**config.mk**
```make
export PLATFORM = sky130hd
export DESIGN_NAME = tdm_demux8
export DESIGN_NICKNAME = d
export VERILOG_FILES = /design/src/rtl/tdm_pkg.sv /design/src/rtl/tdm_demux8_slot_decoder.sv /design/src/rtl/tdm_demux8.sv
export SDC_FILE = /design/constraint.sdc
export NUM_CORES = 1
export LEC_CHECK = 0
export CAP_MARGIN = 20
export CORE_MARGIN = 4
export CORE_UTILIZATION = 55
export DETAILED_ROUTE_END_ITERATION = 8
export PLACE_DENSITY_LB_ADDON = 0.25
export SYNTH_ARGS = -nofsm -noshare
export SYNTH_HDL_FRONTEND = slang
export SYNTH_SLANG_ARGS = --single-unit
```
**constraint.sdc**
```tcl
create_clock -name clk -period 3 [get_ports clk]
set_input_delay 0.75 -clock clk [delete_from_list [all_inputs] [get_ports clk]]
set_output_delay 0.75 -clock clk [all_outputs]
set_load 0.03 [all_outputs]
```
**src/rtl/tdm_pkg.sv**
```systemverilog
// Shared defaults and state encoding for the TDM receive-side demultiplexer.
package tdm_pkg;

   localparam int N_SLOTS_DEF = 8;
   localparam int SLOT_W_DEF  = 3;
   localparam int ERR_W_DEF   = 8;
   localparam int ERR_MAX     = (1 << ERR_W_DEF) - 1;

   typedef enum logic {
      IDLE   = 1'b0,
      LOCKED = 1'b1
   } state_e;

endpackage

```
**src/rtl/tdm_demux8_slot_decoder.sv**
```systemverilog
// One-hot slot decoder with enable; selects which shadow bit captures the incoming serial bit.
module slot_decoder
   import tdm_pkg::*;
#(
   parameter int N_SLOTS = N_SLOTS_DEF,
   parameter int SLOT_W  = SLOT_W_DEF
) (
   input  logic              en_i,
   input  logic [SLOT_W-1:0] sel_i,
   output logic [N_SLOTS-1:0] onehot_o
);

   genvar gi;
   generate
      for (gi = 0; gi < N_SLOTS; gi++) begin : g_dec
         assign onehot_o[gi] = en_i && (sel_i == SLOT_W'(gi));
      end
   endgenerate

endmodule

```
**src/rtl/tdm_demux8.sv**
```systemverilog
// Serial-to-parallel TDM demultiplexer: slot i lands in y[i]; complete frames are published with a
// one-cycle frame_valid, and sync violations are flagged and counted (saturating).
module tdm_demux8
   import tdm_pkg::*;
#(
   parameter int N_SLOTS = N_SLOTS_DEF,
   parameter int SLOT_W  = SLOT_W_DEF,
   parameter int ERR_W   = ERR_W_DEF
) (
   input  logic               clk,
   input  logic               reset,
   input  logic               en,
   input  logic               din,
   input  logic               sync,
   output logic [N_SLOTS-1:0] y,
   output logic               frame_valid,
   output logic               locked,
   output logic               sync_err,
   output logic [ERR_W-1:0]   err_cnt
);

   localparam logic [ERR_W-1:0]  ERR_SAT   = '1;
   localparam logic [SLOT_W-1:0] LAST_SLOT = SLOT_W'(N_SLOTS - 1);

   state_e               state_q, state_d;
   logic [SLOT_W-1:0]    cnt_q, cnt_d;
   logic [N_SLOTS-1:0]   shadow_q, shadow_d;
   logic [N_SLOTS-1:0]   y_q, y_d;
   logic                 fv_q, fv_d;
   logic                 locked_q;
   logic                 serr_q, serr_d;
   logic [ERR_W-1:0]     errcnt_q, errcnt_d;

   logic                 dec_en;
   logic [SLOT_W-1:0]    dec_sel;
   logic [N_SLOTS-1:0]   slot_we;

   // A sync bit always restarts at slot 0; otherwise only a locked, mid-frame slot is captured.
   assign dec_en  = en && (sync || (state_q == LOCKED && cnt_q != '0));
   assign dec_sel = sync ? '0 : cnt_q;

   slot_decoder #(
      .N_SLOTS (N_SLOTS),
      .SLOT_W  (SLOT_W)
   ) u_dec (
      .en_i     (dec_en),
      .sel_i    (dec_sel),
      .onehot_o (slot_we)
   );

   genvar gi;
   generate
      for (gi = 0; gi < N_SLOTS; gi++) begin : g_shadow
         assign shadow_d[gi] = slot_we[gi] ? din : shadow_q[gi];
      end
   endgenerate

   always_comb begin
      state_d  = state_q;
      cnt_d    = cnt_q;
      y_d      = y_q;
      fv_d     = 1'b0;
      serr_d   = 1'b0;
      errcnt_d = errcnt_q;
      if (en) begin
         unique case (state_q)
            IDLE: begin
               if (sync) begin
                  cnt_d   = SLOT_W'(1);
                  state_d = LOCKED;
               end
            end
            LOCKED: begin
               if (cnt_q == '0 && !sync) begin
                  serr_d  = 1'b1;
                  state_d = IDLE;
                  cnt_d   = '0;
               end else if (sync) begin
                  serr_d = (cnt_q != '0);
                  cnt_d  = SLOT_W'(1);
               end else if (cnt_q == LAST_SLOT) begin
                  // shadow_d already holds the final bit, so the whole frame moves at once.
                  y_d   = shadow_d;
                  fv_d  = 1'b1;
                  cnt_d = '0;
               end else begin
                  cnt_d = cnt_q + SLOT_W'(1);
               end
            end
            default: state_d = IDLE;
         endcase
         if (serr_d && errcnt_q != ERR_SAT) begin
            errcnt_d = errcnt_q + ERR_W'(1);
         end
      end
   end

   always_ff @(posedge clk or posedge reset) begin
      if (reset) begin
         state_q  <= IDLE;
         cnt_q    <= '0;
         shadow_q <= '0;
         y_q      <= '0;
         fv_q     <= 1'b0;
         locked_q <= 1'b0;
         serr_q   <= 1'b0;
         errcnt_q <= '0;
      end else begin
         state_q  <= state_d;
         cnt_q    <= cnt_d;
         shadow_q <= shadow_d;
         y_q      <= y_d;
         fv_q     <= fv_d;
         locked_q <= (state_d == LOCKED);
         serr_q   <= serr_d;
         errcnt_q <= errcnt_d;
      end
   end

   assign y           = y_q;
   assign frame_valid = fv_q;
   assign locked      = locked_q;
   assign sync_err    = serr_q;
   assign err_cnt     = errcnt_q;

endmodule

```
# --- Word-level counts from Yosys, hierarchy flattened ---
# Index checks and enable logic that the tools add are counted.
totals:
  regBits: 30
  in_bits: 5
  out_inout_bits: 19
  word_cells: 69
op_classes:
  n_addsub: 2
  eq_ne: 10
  mux: 27
  bitwise_logic: 3
  reduce_logical: 20
op_table:
  columns: ["op", "count"]
  rows:
  - ["$mux 1", 20]
  - ["$eq 3x3->1 const B", 5]
  - ["$mux 3", 5]
  - ["$logic_and 1x1->1", 12]
  - ["$add 8x1->8 const B", 1]
  - ["$ne 8x8->1 const B", 1]
  - ["$eq 3x2->1 const B", 2]
  - ["$logic_not 3->1", 2]
  - ["$pmux 3 s2", 1]
  - ["$reduce_and 5->1", 1]
  - ["$reduce_and 2->1", 2]
  - ["$add 3x1->3 const B", 1]
  - ["$eq 3x1->1 const B", 1]
  - ["$not 1->1", 3]
  - ["$reduce_bool 3->1", 1]
  - ["$ne 2x2->1 const B", 1]
  - ["$pmux 1 s2", 1]
  - ["$logic_not 1->1", 1]
  - ["$logic_or 1x1->1", 1]

# --- Logic depth before layout (Yosys ltp) ---
depth:
  word_depth: 7
  mapped_depth: 9
  mapped_depth_nobuf: 9

# --- Cells and area by module ---
# Synthesis repeated with hierarchy kept, for this count alone.
hier_totals:
  cells_unflattened: 126
  area_unflattened_um2: 1526.5
modules_own_cells:
  columns: ["module", "n_inst", "cells_per_inst", "area_per_inst_um2", "seq_area_each_um2"]
  rows:
  - ["tdm_demux8", 1, 118, 1430.1, 750.7]
  - ["slot_decoder", 1, 8, 96.3, 0.0]

# --- Least setup slack after synthesis ---
# No wires, ideal clock.
synth_timing:
  kind: "input -> register"
  start: "in en"
  end: "reg y_q[3] (netlist: y[3])"
  arrival_ns: 2.013
  required_time_ns: 2.875
  setup_slack_ns: 0.862
  path_stages: 5
  cell_sequence: "buf_2 -> nand4b_4 -> or4_4 -> mux2_4 -> mux2_2"
synth_between:
  elab_chain_len: 3
synth_rtl:
  columns: ["item", "line_no", "text"]
  rows:
  - ["start: declaration", "tdm_demux8.sv:12", "input logic en,"]
  - ["$logic_and 1x1->1", "tdm_demux8.sv:39", "assign dec_en = en && (sync || (state_q == LOCKED && cnt_q != '0));"]
  - ["$logic_and 1x1->1", "tdm_demux8_slot_decoder.sv:16", "assign onehot_o[gi] = en_i && (sel_i == SLOT_W'(gi));"]
  - ["$mux 1", "tdm_demux8.sv:54", "assign shadow_d[gi] = slot_we[gi] ? din : shadow_q[gi];"]
  - ["net shadow_d[3]", "tdm_demux8.sv:27", "logic [N_SLOTS-1:0] shadow_q, shadow_d;"]
  - ["end signal: assignment", "tdm_demux8.sv:112", "y_q <= y_d;"]
  - ["end: declaration", "tdm_demux8.sv:28", "logic [N_SLOTS-1:0] y_q, y_d;"]
# The timed path passes the listed nets, and every way through them passes these cells.
# A chain may end at the register's enable or synchronous reset.

# --- Worst setup path in the final report ---
# Ends and elaborated chain as after synthesis.

==> results.toml <==
[yosys]
synth_enable_flop_cells = 0
ys_ff_latch = 30
syn_area_um2 = 1400
ys.flop_type = "dfrtp_1"
async_flop_share_pct = 100
synth.top_cell.area_share_pct = 53.8
synth.distinct_cells = 33
ys_seq_area_share_pct = 53.8
yosys_warnings = 0
postSynthCellCount = 113
yosysMostFrequentCell = "dfrtp_1"
synth_nets = 124
synth_area_per_cell_um2 = 12.4
yosys-top-cells-area = "dfrtp_1 (54%), mux2_2 (13%), ha_1 (5.4%)"
synthTopCellsByCount = "dfrtp_1 (30), mux2_2 (16), nand3_1 (9), inv_1 (7), ha_1 (6)"
yosysTopAreaCell = "dfrtp_1"

[setup_path]
max_stage_delay_ns = 0.67
critPathBufInv = 1
worstSetupPathType = "input pin to flip-flop"
critical_path_arrival_ns = 2.57
crit_start = "en"
path_depth = 5
startpoint_type = "input pin"
cp_max_fo = 9
r2r_end = "y[0]"
timing.rr.start = "cnt_q[0]"
endpoint = "y[3]"
cpMaxStageDelayCell = "clkdlybuf4s50_1"
cp-end-kind = "flip-flop"
reg2reg_depth = 6
cp_cell_sequence = "clkdlybuf4s50_1, nand4b_4, or4_4, mux2_4, mux2_2"
crit_family = "buffers and inverters"
reg2reg_slack_ns = 0.78
worst_ep_required_time_ns = 3.22

[sta]
rsz0062_at_grt = "no"
slew_headroom_pct = 73.3
drv_slew = 0
hold_viol = 0
max_freq_ghz = 0.424
tightest_slew_ns = 0.400
setup-tns-final_ns = 0
finalCritPeriodShare_pct = 78.6
layout_min_cycle_time_ns = 2.36
skew_ns = 0.0128
setup_viol = 0

[grt]
grt_max_degree = 31
antenna_found_initial = 0
gr-usage-all-layers_pct = 18.0
grt.overflow.total = 0
grt_pass1_vias = 1059
grt_pass1_wl_um = 4600

[route]
drt-wirelength-per-cell_um = 14.7
dr_total_vias = 965
routed_via_density = 5.64
first_iter_violations = 16
drcViolationCount = 0
wirelength_um = 2510
drtAntennaViolNets = 0
dr.pass1.iters = 4

[status]
status = "finished, final reports clean"

[worst_hold_path]
min_path_type = "flip-flop to flip-flop"
whs_path_depth = 1

[floorplan]
start_util_pct = 60.2
die_area_um2 = 3410
chipWidth_um = 58.4
core_um2 = 2320
rows = 17
die_h_um = 58.4
io_pins = 24

[cts]
clkSlewWorstSetupHoldPaths_ns = 0.09
cts_setup_buffers = 0
cts-htree-levels = 2
clockBufferDepth = 2
numCtsBuffers = 5
clkLatencyLatePin_ns = 0.33
cts_tree = "done"
postCtsResizedCells = 0
cts_sinks = 30
postCtsHoldBufs = 0
cts-root-buf = "clkbuf_4"

[placement]
gp_congestion = 0.768
io_buffers = 23
dpl.hpwl_um = 1830

[power_and_ir_drop]
switching_share_pct = 38.0
sequentialPowerShare_pct = 44.0
powerDensity_nw_per_um2 = 813
p_total_w = 0.00140
p_sw_w = 0.000532
internal_power_w = 0.000869
pwr-share-clk_pct = 17.9
leakagePower_nw = 0.812
ir_worst_vdd_uv = 612
p_comb_share_pct = 38.1

[layout]
syn_to_final_growth_pct = 23.5
diodes = 0
seq_area_um2 = 751
drive_gt1_share_pct = 21.0
nets = 153
fillers = 145
fin_util_pct = 74.4
multi_input_area_um2 = 607

[run]
drv_cap = 0
[layout by cell type, fill, tap and decap left out, types with 2 or more instances in the layout]
cell type and instances:
nand2_1 4, inv_1 7, dfrtp_1 30, clkbuf_4 5
and3_1 4, nor3_1 2, nand4_1 2, ha_1 6
clkdlybuf4s50_1 23, xnor2_1 5, nor2_1 5, nand3_1 9
o21ai_0 2, mux2_2 16
[routing by layer]
| metal | share of wire, % | global-route usage, % |
|---|---|---|
| met1 | 47 | 21.9 |
| met2 | 47 | 28.5 |
| met3 | 4.5 | 5.92 |
| met4 | 2.3 | 8.94 |
| met5 | 0 | 0 |
[per-stage QoR]
stage | worst slack (ns) | instances | hold slack, ns | area, um^2
CTS | 0.654 | 171 | 0.504 | 1720
finish | 0.643 | 171 | 0.503 | 1720
global route | 0.591 | 171 | 0.518 | 1720
detailed placement | 0.312 | 163 | 0.480 | 1660
floorplan | 0.862 | 113 | 0.466 | 1400
global placement | 0.357 | 163 | 0.478 | 1660
[state kept, by name, summed over array words and instances (netlist names)]
name / flops
shadow_q: 8
y: 8
cnt_q: 3
locked: 1
frame_valid: 1
sync_err: 1
err_cnt: 8
[kinds of logic after synthesis]
family	synth area share (%)
and+or+nand+nor	15.0
DFF	53.8
muxes	14.7
AOI/OAI and AO/OA	5.29
buffers and inverters	2.78
adders and majority gates	5.38
xor gates and xnor gates	3.14
[how the worst min path moves through the flow]
stage	from	end
final	shadow_q[2]	shadow_q[2]
after global routing	shadow_q[1]	shadow_q[1]
after CTS	shadow_q[2]	shadow_q[2]
after detailed placement	shadow_q[3]	shadow_q[3]
after global placement	shadow_q[2]	shadow_q[2]
after floorplan	shadow_q[3]	shadow_q[3]
[final cells by class]
type,instances,area share [%]
flip-flops and latches,30,43.5
multi-input cells,73,35.2
repair buffers,24,13.8
clock buffers,6,2.98
well taps,28,2.03
inverters,8,1.74
clock inverters,2,0.726
[power by group through the flow]
stage | logic [W] | clock network (W) | registers, W
floorplan | 0.000266 | 0 | 0.000703
global placement | 0.000516 | 0 | 0.000617
detailed placement | 0.000534 | 0 | 0.000620
CTS | 0.000537 | 0.000257 | 0.000615
global route | 0.000578 | 0.000284 | 0.000636
finish | 0.000534 | 0.000250 | 0.000616
(Power assumes the default switching activity.)
